===== config.mk =====
export PLATFORM = sky130hd
export DESIGN_NAME = mem_arbiter
export DESIGN_NICKNAME = d
export VERILOG_FILES = /design/src/rtl/mem_arbiter.sv
export SDC_FILE = /design/constraint.sdc
export NUM_CORES = 1
export LEC_CHECK = 0
export ABC_AREA = 1
export BUFFER_PORTS_ARGS = -buffer_cell sky130_fd_sc_hd__buf_2
export CORE_MARGIN = 1
export CORE_UTILIZATION = 30
export DETAILED_ROUTE_END_ITERATION = 8
export GPL_ROUTABILITY_DRIVEN = 0
export SYNTH_ARGS = -nofsm -noshare
export SYNTH_HDL_FRONTEND = slang
export SYNTH_SLANG_ARGS = --single-unit

===== constraint.sdc =====
create_clock -name clk -period 1 [get_ports clk]
set_input_delay 0.15 -clock clk [delete_from_list [all_inputs] [get_ports clk]]
set_output_delay 0.15 -clock clk [all_outputs]
set_load 0.005 [all_outputs]

===== src/rtl/mem_arbiter.sv =====
// mem_arbiter
//   Shares one external memory port between the instruction-fetch requester
//   (i_*) and the load/store data requester (d_*). One transaction at a time:
//   IDLE grants a requester and registers its request onto the memory port,
//   MEM waits for m_ack (or the optional watchdog), RESP pulses the winner's
//   ack (with err on timeout) for one cycle before returning to IDLE.
//
// Parameters
//   AW       address width
//   DW       data width
//   TIMEOUT  memory wait limit in cycles (1..65535), 0 disables the watchdog
//
// Ports
//   clk, reset_n                   clock, synchronous active-low reset
//   i_req, i_addr                  fetch request / address
//   i_rdata, i_ack, i_err          fetch data (registered), done pulse, timeout flag
//   d_req, d_we, d_addr, d_wdata   data request, store enable, address, store data
//   d_rdata, d_ack, d_err          load data (registered), done pulse, timeout flag
//   m_req, m_we, m_addr, m_wdata   memory request side, all registered
//   m_rdata, m_ack                 memory response
//   busy                           high whenever the arbiter is not idle
module mem_arbiter #(
  parameter int AW      = 32,
  parameter int DW      = 32,
  parameter int TIMEOUT = 0
) (
  input  logic          clk,
  input  logic          reset_n,
  input  logic          i_req,
  input  logic [AW-1:0] i_addr,
  output logic [DW-1:0] i_rdata,
  output logic          i_ack,
  output logic          i_err,
  input  logic          d_req,
  input  logic          d_we,
  input  logic [AW-1:0] d_addr,
  input  logic [DW-1:0] d_wdata,
  output logic [DW-1:0] d_rdata,
  output logic          d_ack,
  output logic          d_err,
  output logic          m_req,
  output logic          m_we,
  output logic [AW-1:0] m_addr,
  output logic [DW-1:0] m_wdata,
  input  logic [DW-1:0] m_rdata,
  input  logic          m_ack,
  output logic          busy
);

  localparam logic [1:0] S_IDLE = 2'd0;
  localparam logic [1:0] S_MEM  = 2'd1;
  localparam logic [1:0] S_RESP = 2'd2;

  localparam bit          TO_EN   = (TIMEOUT != 0);
  localparam logic [15:0] TO_LAST = TO_EN ? 16'(TIMEOUT - 1) : 16'd0;

  // Wait counter stops at all-ones rather than wrapping.
  function automatic logic [15:0] sat_inc(input logic [15:0] v);
    return (v == 16'hFFFF) ? v : v + 16'd1;
  endfunction

  logic [1:0]  state;
  logic        last_grant_d;   // 1: D won the previous grant, 0: I
  logic        owner_d;        // 1: current transaction belongs to D
  logic [15:0] wait_cnt;

  logic any_req;
  logic pick_d;
  logic to_hit;

  // On a tie the requester that did not win last time gets the port.
  assign any_req = i_req | d_req;
  assign pick_d  = d_req & (~i_req | ~last_grant_d);
  assign to_hit  = TO_EN && (wait_cnt == TO_LAST);

  always_ff @(posedge clk) begin
    if (!reset_n) begin
      state        <= S_IDLE;
      last_grant_d <= 1'b0;
      owner_d      <= 1'b0;
      wait_cnt     <= 16'd0;
      busy         <= 1'b0;
      m_req        <= 1'b0;
      m_we         <= 1'b0;
      m_addr       <= '0;
      m_wdata      <= '0;
      i_rdata      <= '0;
      d_rdata      <= '0;
      i_ack        <= 1'b0;
      d_ack        <= 1'b0;
      i_err        <= 1'b0;
      d_err        <= 1'b0;
    end else begin
      // ack/err are single-cycle pulses, raised only on entry to RESP
      i_ack <= 1'b0;
      d_ack <= 1'b0;
      i_err <= 1'b0;
      d_err <= 1'b0;

      case (state)
        // IDLE: grant and register the winning request
        S_IDLE: begin
          if (any_req) begin
            state        <= S_MEM;
            busy         <= 1'b1;
            m_req        <= 1'b1;
            owner_d      <= pick_d;
            last_grant_d <= pick_d;
            wait_cnt     <= 16'd0;
            if (pick_d) begin
              m_addr  <= d_addr;
              m_we    <= d_we;
              m_wdata <= d_wdata;
            end else begin
              m_addr  <= i_addr;
              m_we    <= 1'b0;
              m_wdata <= '0;
            end
          end
        end

        // MEM: wait for the memory; an ack in the timeout cycle still wins
        S_MEM: begin
          if (m_ack) begin
            state <= S_RESP;
            m_req <= 1'b0;
            if (owner_d) begin
              d_ack <= 1'b1;
              if (!m_we) d_rdata <= m_rdata;
            end else begin
              i_ack   <= 1'b1;
              i_rdata <= m_rdata;
            end
          end else if (to_hit) begin
            state <= S_RESP;
            m_req <= 1'b0;
            if (owner_d) begin
              d_ack <= 1'b1;
              d_err <= 1'b1;
            end else begin
              i_ack <= 1'b1;
              i_err <= 1'b1;
            end
          end else begin
            wait_cnt <= sat_inc(wait_cnt);
          end
        end

        // RESP: ack pulse is on the outputs this cycle; requests not sampled
        S_RESP: begin
          state <= S_IDLE;
          busy  <= 1'b0;
        end

        default: begin
          state <= S_IDLE;
          busy  <= 1'b0;
          m_req <= 1'b0;
        end
      endcase
    end
  end

endmodule


==> qor.yml, run 1 <==
status:
  status: "finished with violations"
  violations: "setup timing"
floorplan:
  die_w_um: 142
  die_h_um: 142
  start_util: 0.311
  coreArea_um2: 19000
  rows: 50
  pin_count: 269
  dieArea_um2: 20200
timing:
  grt_setup_unrepaired: "true"
  finClkSkew_ns: 0.0106
  fin_crit_sh: 1.27
  setup_ws_ns: -0.270
  hold_viol_final: 0
  drv_slew: 0
  fin_crit_ns: 1.27
  setup_viol: 157
  max_freq_mhz: 788
  tns_ns: -25.22
grt:
  antenna_found_initial: 2
  grt_start_max_net_pins: 66
  grt.total_usage: 0.187
  met1_usage: 0.209
  gr-usage-met2: 0.334
  gr-total-overflow: 0
  grt_first_pass_wirelength_um: 29300
  grt_pass1_vias: 5947
  gr-max-usage-layer: "met2"
  met3_usage: 0.0616
power_and_ir_drop:
  irDropWorstVdd_mv: 1.21
  netSwitchingPower_mw: 4.43
  p_comb_frac: 0.212
  powerDensity_nw_per_um2: 1610
  p_clk_frac: 0.416
  p_int_mw: 12.0
  p_sw_frac: 0.270
  p_seq_frac: 0.372
  leakagePower_nw: 5.19
drt:
  wl_per_cell_um: 13.2
  vias: 6467
  drtIter0Drc: 179
  drcViolationCount: 0
  vias_per_cell: 4.23
  ant_nets: 0
  first_pass_iters: 6
  drt-total-wl_um: 20100
yosys:
  async_reset_ff_frac: 0
  synthesis.area_um2: 5890
  synth_seq_cells: 136
  ys_types: 18
  synth.area.top_cells: "dfxtp_1 46%, nand2_1 17%, nor2_1 17%, inv_1 8.5%, a21oi_1 3.1%"
  synth_cells: 932
  ys_seq_area_frac: 0.462
  yosysWarnings: 0
  postSynthAreaPerCell_um2: 6.32
  synth-edff-count: 0
  synth_commonest_cells: "267 x nand2_1, 264 x nor2_1, 136 x dfxtp_1"
  synthFlopType: "dfxtp_1"
  synth_top_area_share: 0.462
  yosysMostFrequentCell: "nand2_1"
  synth_top_cell_by_area: "dfxtp_1"
setup_path:
  reg2regPathDepth: 7
  slowest_delay_ns: 0.32
  crit_path_end: "d_rdata[16]"
  startpoint: "state[1]"
  rr_endpoint: "d_rdata[16]"
  cp.arrival_ns: 1.61
  cp_slowest_cell: "dfxtp_2"
  crit_chain: "inv_2, nand3_2, nor2_4, buf_12, bufbuf_16, nor2_1, nor2_1"
  start_kind: "register"
  rrSetupSlack_ns: -0.27
  crit_fanout: 7
  required_ns: 1.34
  critical_path_class: "register to register"
  cp_common_cell: "nor2_1"
  r2r_start: "state[1]"
  crit_path_end_kind: "register"
clock_tree:
  clk_pin_slew_ns: 0.06
  clock_path_buffers: 2
  cts.sinks: 136
  clock_latency_ns: 0.42
  htree_num_levels: 4
  cts_tree: "yes"
  cts_buffers: 17
  cts-root-buf: "clkbuf_16"
finish:
  antenna_cells: 0
  nets: 1389
  area_growth_pct: 73.4
  final_layout_size_suffix_gt1_frac: 0.473
  final.fill_count: 1790
placement:
  dp_slack_ns: -0.269
  place_hpwl_um: 12100
  io_buffer_count: 266
worst_hold_path:
  hold_path.class: "input port to register"
flow_run:
  maxCapViolations: 0
## cell usage in the layout (no fill, tap or decap), types with 19 or more instances in the layout
cell type / instances
nor2_1: 235
nand2_1: 224
buf_2: 189
dfxtp_2: 135
inv_1: 133
buf_6: 87
o21ai_1: 28
dlygate4sd3_1: 26
buf_4: 25
nand2_2: 24
clkbuf_16: 24
nor2_2: 22
a21oi_2: 22
nand2_4: 19
## through the flow
stage / total power, mW / instances / hold slack, ns / area, µm² / util
finish: 16.4 / 1528 / 0.0173 / 10200 / 0.539
global route: 17.2 / 1528 / 0.0158 / 10200 / 0.539
CTS: 16.0 / 1513 / 0.000147 / 9470 / 0.500
detailed placement: 8.46 / 1435 / 0.409 / 7660 / 0.404
global placement: 8.43 / 1435 / 0.402 / 7660 / 0.404
floorplan: 7.42 / 933 / 0.296 / 5990 / -
## cell type report
type,count,area (µm²),area share
clock inverters,13,191,0.0188
repair buffers,355,3010,0.295
multi-input cells,609,2820,0.276
inverters,136,513,0.0503
well taps,260,325,0.0319
clock buffers,19,453,0.0444
flip-flops and latches,136,2900,0.284
## worst max-delay path, delay by kind of cell, from the launching register on
family                 cells  cell delay, ns
AND/OR/NAND/NOR            4            0.38
buffers and inverters      3            0.50
flip-flops                 1            0.32
## power by group through the flow
stage          clock (mW)  sequential, mW  combinational [mW]
2_1_floorplan           0            6.12                1.30
3_3_place_gp            0            6.08                2.35
3_5_place_dp            0            6.09                2.36
4_1_cts              7.01            6.07                2.96
5_1_grt              7.23            6.14                3.82
6_report             6.83            6.10                3.48
## timing repair
item | CTS | global route
setup buffers | 13 | 6
pin swaps | 14 | 28
hold buffers | 26 | 0
endpoints found under the setup margin | 266 | 266
endpoints found under the hold margin | 26 | 0
cloned | 7 | 11
resized for setup | 218 | 131
## flip-flops by register name, indices dropped and copies added (netlist names)
name and cells:
m_we 1, m_addr 32, d_rdata 32, i_rdata 32, state 2, m_req 1
d_ack 1, owner_d 1, i_ack 1, busy 1, m_wdata 32
## worst min-delay path by stage
stage	startpoint	to	cells past startpoint
after floorplan	m_rdata[21]	i_rdata[21]	2
after global placement	m_rdata[31]	i_rdata[31]	3
after detailed placement	m_rdata[21]	i_rdata[21]	3
after CTS	m_rdata[7]	i_rdata[7]	3
after global routing	m_rdata[13]	i_rdata[13]	3
final	m_rdata[7]	i_rdata[7]	3
## cells by family after synthesis
logic type             synth area share
AND/OR/NAND/NOR                   0.344
other                          0.000637
flip-flops                        0.462
AO/OA/AOI/OAI                    0.0610
buffers and inverters             0.132
## routing by layer
layer  wire length (µm)  vias up
li1                   -     3360
met3               1240       21
met2              10300      188
met1               8370     2896
met5                 13        -
met4                259        2
(Power assumes the default switching activity.)
==> run 2, diff against run 1 <==
--- a/config.mk
+++ b/config.mk
@@ -5,7 +5,7 @@
 export SDC_FILE = /design/constraint.sdc
 export NUM_CORES = 1
 export LEC_CHECK = 0
-export ABC_AREA = 1
+export ABC_AREA = 0
 export BUFFER_PORTS_ARGS = -buffer_cell sky130_fd_sc_hd__buf_2
 export CORE_MARGIN = 1
 export CORE_UTILIZATION = 30
==> run 2 against run 1 <==
  * The run still ends with setup timing left
  * Final cell count decreased by 18%
  * Fmax is 8.2% lower
  * Flip-flop and latch count did not move
  * Design area fell by 0.83%
  * Register-to-register slack lost 0.11 ns
  * Clock-buffer cell count unchanged
  * Hold slack lost 0.0076 ns
  * Synthesized area down 9.3%
  * Wire length up 1.1%
  * Total power down 2.1%
  * Critical path type unchanged
==> qor.yml, run 2 <==
floorplan:
  rows: 48  # -4.0%
  dieArea_um2: 18300  # -9.2%
  die_w_um: 135  # -4.7%
  start_util: 0.308  # -0.00304
  coreArea_um2: 17400  # -8.4%
  pin_count: 269  # unchanged
  die_h_um: 135  # -4.7%
yosys:
  synth_commonest_cells: "136 x dfxtp_1, 129 x nand2_1, 66 x a21oi_1"
  synth.area.top_cells: "dfxtp_1 51%, nand2_1 9.1%, a21oi_1 6.2%, mux2i_1 6.0%, o21ai_0 5.8%"
  synth_top_area_share: 0.510  # +0.0476
  synthFlopType: "dfxtp_1"
  yosysMostFrequentCell: "dfxtp_1"
  synth_top_cell_by_area: "dfxtp_1"
  synth-edff-count: 0  # unchanged
  synth_seq_cells: 136  # unchanged
  postSynthAreaPerCell_um2: 8.71  # +38%
  synthesis.area_um2: 5340  # -9.3%
  ys_seq_area_frac: 0.510  # +0.0476
  ys_types: 29  # +11
  yosysWarnings: 0  # unchanged
  synth_cells: 613  # -34%
  async_reset_ff_frac: 0  # unchanged
clock_tree:
  cts.sinks: 136  # unchanged
  clock_path_buffers: 2  # unchanged
  cts-root-buf: "clkbuf_16"
  cts_buffers: 17  # unchanged
  clk_pin_slew_ns: 0.06  # about the same
  clock_latency_ns: 0.42  # about the same
  htree_num_levels: 4  # unchanged
  cts_tree: "yes"
placement:
  io_buffer_count: 266  # unchanged
  place_hpwl_um: 11300  # -6.7%
  dp_slack_ns: -0.357  # -0.0879 ns
setup_path:
  rrSetupSlack_ns: -0.38  # -0.11 ns
  r2r_start: "state[1]"
  crit_chain: "nand3b_1, nor3b_4, buf_4, buf_12, mux2i_1"
  critical_path_class: "register to register"
  crit_path_end_kind: "register"
  crit_fanout: 6  # -1
  rr_endpoint: "d_rdata[4]"
  slowest_delay_ns: 0.32  # about the same
  required_ns: 1.34  # about the same
  cp.arrival_ns: 1.72  # +0.11 ns
  reg2regPathDepth: 5  # -2
  start_kind: "register"
  cp_slowest_cell: "dfxtp_2"
finish:
  layout_commonest_cell: "buf_2"
  area_growth_pct: 89.7
  regArea_um2: 2890  # -0.22%
  final.fill_count: 1434  # -20%
  final_layout_size_suffix_gt1_frac: 0.528  # +0.0546
  multi_input_area_um2: 2450  # -13%
  nets: 1147  # -17%
  final_cell_mix: "187 x buf_2, 130 x dfxtp_2, 129 x nand2_1, 107 x dlygate4sd3_1, 93 x buf_6"
timing:
  max_freq_mhz: 723  # -8.2%
  finClkSkew_ns: 0.00849  # -0.00215 ns
  setup_ws_ns: -0.383  # -0.113 ns
  fin_crit_sh: 1.38  # +0.113
  setup_viol: 170  # +8.3%
  tns_ns: -35.76  # -10.54 ns
  hold_viol_final: 0  # unchanged
  fin_crit_ns: 1.38  # +0.113 ns
  grt_setup_unrepaired: "true"
  drv_slew: 0  # unchanged
worst_hold_path:
  hp-start: "m_rdata[27]"
  whs_path_depth: 3  # unchanged
  hold_path_end: "d_rdata[27]"
  hold_path.class: "input port to register"
drt:
  drcViolationCount: 0  # unchanged
  drtIter0Drc: 297  # +66%
  ant_nets: 0  # unchanged
  wl_per_cell_um: 16.3  # +24%
  first_pass_iters: 5  # -1
  vias_per_cell: 4.91  # +16%
  vias: 6147  # -4.9%
  drt-total-wl_um: 20400  # +1.1%
status:
  status: "finished with violations"
  violations: "setup timing"
power_and_ir_drop:
  leakagePower_nw: 4.37  # -16%
  powerDensity_nw_per_um2: 1590  # -1.2%
  irDropWorstVdd_mv: 1.16  # -3.7%
grt:
  gr-total-overflow: 0  # unchanged
  grt_pass1_vias: 5723  # -3.8%
  grt.total_usage: 0.199  # +0.0125
  grt_start_max_net_pins: 40  # -39%
  grt_first_pass_wirelength_um: 28500  # -2.5%
  antenna_found_initial: 1  # -1
flow_run:
  maxCapViolations: 0  # unchanged
run 2: changes by cell type after synthesis, sizes merged, moves of 3 or more:
| cell | previous run | this run |
|---|---|---|
| nand4 | 0 | 33 |
| clkbuf | 19 | 28 |
| inv | 136 | 1 |
| o21ai | 34 | 67 |
| mux2i | 0 | 32 |
| nor2 | 265 | 5 |
| a21oi | 37 | 66 |
| nand2 | 268 | 129 |
| nand3 | 1 | 33 |
| buf | 34 | 37 |
| a311oi | 0 | 32 |
run 2: power breakdown:
part	switching [mW]	internal [mW]
clock network	2.40	4.54
registers	0.227	5.82
logic	1.36	1.72
run 2: per-layer routing:
metal	routed length, µm	GRT usage
met1	8450	0.240
met2	10100	0.327
met3	1040	0.0483
met4	806	0.107
met5	0	0
run 2: worst max path at each step:
stage	startpoint	to	slack, ns	cells after the start
after floorplan	state[1]	d_rdata[20]	-0.22	5
after global placement	state[1]	d_rdata[2]	-0.28	4
after detailed placement	state[1]	d_rdata[25]	-0.36	4
after CTS	state[1]	d_rdata[25]	-0.35	5
after global routing	state[1]	d_rdata[4]	-0.46	5
final	state[1]	d_rdata[4]	-0.38	5
run 2: critical path, delay by kind of cell (launching register included):
family / cells / cell delay [ns]
flip-flops: 1 / 0.32
multiplexers: 1 / 0.21
AND/OR/NAND/NOR: 2 / 0.46
buffers and inverters: 2 / 0.31
run 2: logic make-up (layout without fill, tap and decap cells):
kind of cell	Yosys count	in the layout	synth area share
AOI/OAI and AO/OA	170	170	0.187
DFF	136	136	0.510
and+or+nand+nor	208	208	0.178
buffers and inverters	66	477	0.0642
muxes	32	32	0.0600
other	1	3	0.000703
run 2: final cells by class:
type / count / area share
well taps: 225 / 0.0278
flip-flops and latches: 136 / 0.285
repair buffers: 445 / 0.380
diodes: 1 / 0.000247
clock inverters: 12 / 0.0195
multi-input cells: 412 / 0.242
inverters: 1 / 0.000371
clock buffers: 19 / 0.0447
run 2: repair_timing:
item                                    CTS  global route
gates resized for setup                  54           219
gates cloned                              4             5
hold buffers                            105             2
buffers inserted                         10            22
endpoints found under the setup margin  266           269
endpoints found under the hold margin    83             2
pin swaps                                21            49
run 2: stage by stage:
stage	utilization	total power [mW]	instance area, µm²	hold slack [ns]	instances
4_1_cts	0.530	15.6	9210	0.000997	1225
3_3_place_gp	0.412	8.08	7150	0.413	1075
3_5_place_dp	0.412	8.09	7150	0.416	1075
5_1_grt	0.583	16.7	10100	0.00283	1251
6_report	0.583	16.1	10100	0.00968	1251
2_1_floorplan	-	7.15	5510	0.304	614
==> run 3, diff against run 2 <==
--- a/config.mk
+++ b/config.mk
@@ -11,6 +11,7 @@
 export CORE_UTILIZATION = 30
 export DETAILED_ROUTE_END_ITERATION = 8
 export GPL_ROUTABILITY_DRIVEN = 0
+export PLACE_DENSITY_LB_ADDON = 0.3
 export SYNTH_ARGS = -nofsm -noshare
 export SYNTH_HDL_FRONTEND = slang
 export SYNTH_SLANG_ARGS = --single-unit
==> run 3 against run 2 <==
  * The flow still finishes with violations (setup timing)
  * Highest routed layer unchanged
  * Die area did not move
  * Register-to-register slack barely moved
  * Design area rose by 0.28%
  * Critical path type unchanged
  * Combinational power rose by 3%
  * Non-clock buffer count rose by 14
  * Sequential power barely moved
  * Setup slack improved by 0.010 ns
  * Core utilization rose by 0.17 points
==> qor.yml, run 3 (synthesis gave the netlist of run 2 again) <==
status:
  status: "finished with violations"
  violations: "setup timing"
power_and_ir_drop:
  powerDensity_nw_per_um2: 1520  # -4.4%
  leakagePower_nw: 4.42  # +1.2%
  irDropWorstVdd_mv: 1.14  # -2.1%
  power_mw: 15.4  # -4.1%
drt:
  drtIter0Drc: 320  # +7.7%
  drt-total-wl_um: 20900  # +2.7%
  ant_nets: 0  # unchanged
  vias: 6268  # +2.0%
  first_pass_iters: 8  # +3
  wl_per_cell_um: 16.5  # +1.4%
  vias_per_cell: 4.95  # +0.76%
  drcViolationCount: 0  # unchanged
floorplan:
  die_h_um: 135  # unchanged
  pin_count: 269  # unchanged
  dieArea_um2: 18300  # unchanged
  start_util: 0.308  # unchanged
  rows: 48  # unchanged
  die_w_um: 135  # unchanged
  coreArea_um2: 17400  # unchanged
finish:
  instances_no_fill: 1266  # +1.2%
  area_growth_pct: 90.2
  final_layout_size_suffix_gt1_frac: 0.515  # -0.0124
  final.fill_count: 1459  # +1.7%
  layout_commonest_cell: "buf_2"
  final_cell_mix: "186 x buf_2, 133 x dfxtp_2, 129 x nand2_1, 119 x dlygate4sd3_1, 86 x buf_6"
  nets: 1161  # +1.2%
setup_path:
  critical_path_class: "register to register"
  cp_slowest_cell: "dfxtp_4"
  slowest_delay_ns: 0.35  # +0.03 ns
  crit_fanout: 8  # +2
  crit_path_end_kind: "register"
  required_ns: 1.31  # -0.03 ns
  cp.arrival_ns: 1.68  # -0.04 ns
  start_kind: "register"
  cp_common_cell: "buf_6"
  startpoint: "state[0]"
  crit_chain: "buf_6, nor2_4, buf_6, buf_12, a21oi_2, a311oi_2"
  r2r_start: "state[0]"
timing:
  grt_setup_unrepaired: "true"
  hold_viol_final: 0  # unchanged
  fin_crit_ns: 1.37  # -0.0105 ns
  setup_viol: 192  # +13%
  fin_crit_sh: 1.37  # -0.0105
  drv_slew: 0  # unchanged
  finClkSkew_ns: 0.00970  # +0.00121 ns
  max_freq_mhz: 729  # +0.76%
  setup_ws_ns: -0.372  # +0.0105 ns
  holdWs_ns: 0.0102  # +0.000509 ns
grt:
  grt_first_pass_wirelength_um: 29300  # +2.6%
  grt_pass1_vias: 5915  # +3.4%
  grt.total_usage: 0.206  # +0.00702
  antenna_found_initial: 1  # unchanged
  grt_start_max_net_pins: 61  # +53%
  gr-total-overflow: 0  # unchanged
clock_tree:
  cts-root-buf: "clkbuf_16"
  htree_num_levels: 4  # unchanged
  clock_latency_ns: 0.42  # about the same
  cts.sinks: 136  # unchanged
  clk_pin_slew_ns: 0.06  # about the same
  cts_tree: "yes"
  cts_buffers: 17  # unchanged
  clock_path_buffers: 2  # unchanged
worst_hold_path:
  hold_path.class: "input port to register"
  hp-start: "m_rdata[21]"
placement:
  io_buffer_count: 266  # unchanged
  dp.cells: 1076  # +0.093%
  place_hpwl_um: 11200  # -0.55%
flow_run:
  maxCapViolations: 0  # unchanged
run 3: critical path: cells and delay by family (launching register included):
| kind | cells | cell delay [ns] |
|---|---|---|
| AO/OA/AOI/OAI | 2 | 0.34 |
| buffers and inverters | 3 | 0.40 |
| AND/OR/NAND/NOR | 1 | 0.16 |
| flip-flops | 1 | 0.35 |
run 3: power by group:
part           total, mW  switching (mW)  internal (mW)
Sequential          6.05           0.226           5.82
Combinational       3.18            1.37           1.81
Clock               6.19            2.40           3.79
Total               15.4            4.00           11.4
run 3: per-layer routing:
| layer | vias to the layer above | track usage | part of all wire |
|---|---|---|---|
| li1 | 3016 | - | - |
| met1 | 2952 | 0.231 | 0.41 |
| met2 | 246 | 0.354 | 0.51 |
| met3 | 54 | 0.0471 | 0.048 |
| met4 | 0 | 0.128 | 0.040 |
| met5 | - | 0 | 0 |
run 3: cell type report:
type	count	area, µm²	share of cell area
antenna	1	2.50	0.000246
clock buffer	20	457	0.0450
clock inverter	12	124	0.0122
inverter	1	3.75	0.000370
multi-input combinational	412	2400	0.237
sequential	136	2900	0.285
tap	225	282	0.0277
timing repair buffer	459	3980	0.392
run 3: what timing repair did:
action                                  CTS  global route
resized for setup                       193            73
endpoints found under the setup margin  266           267
hold endpoints to repair                101             0
buffers inserted                         14            15
pin swaps                                24            44
gates cloned                              4             7
hold buffers                            119             0
run 3: final timing paths:
kind,to,depth (start not counted),slack [ns]
max,m_addr[7],6,-0.37
min reg2reg,d_rdata[3],2,0.45
max reg2reg,m_addr[7],6,-0.37
min,d_rdata[21],3,0.01
run 3: stage by stage:
stage | util | setup slack [ns] | TNS [ns] | cell area, µm²
after global placement | 0.410 | -0.289 | -31.51 | 7120
after global routing | 0.585 | -0.458 | -50.27 | 10200
after CTS | 0.554 | -0.334 | -37.96 | 9620
final | 0.585 | -0.372 | -37.13 | 10200
after detailed placement | 0.410 | -0.323 | -33.16 | 7120
after floorplan | - | -0.223 | -18.39 | 5510
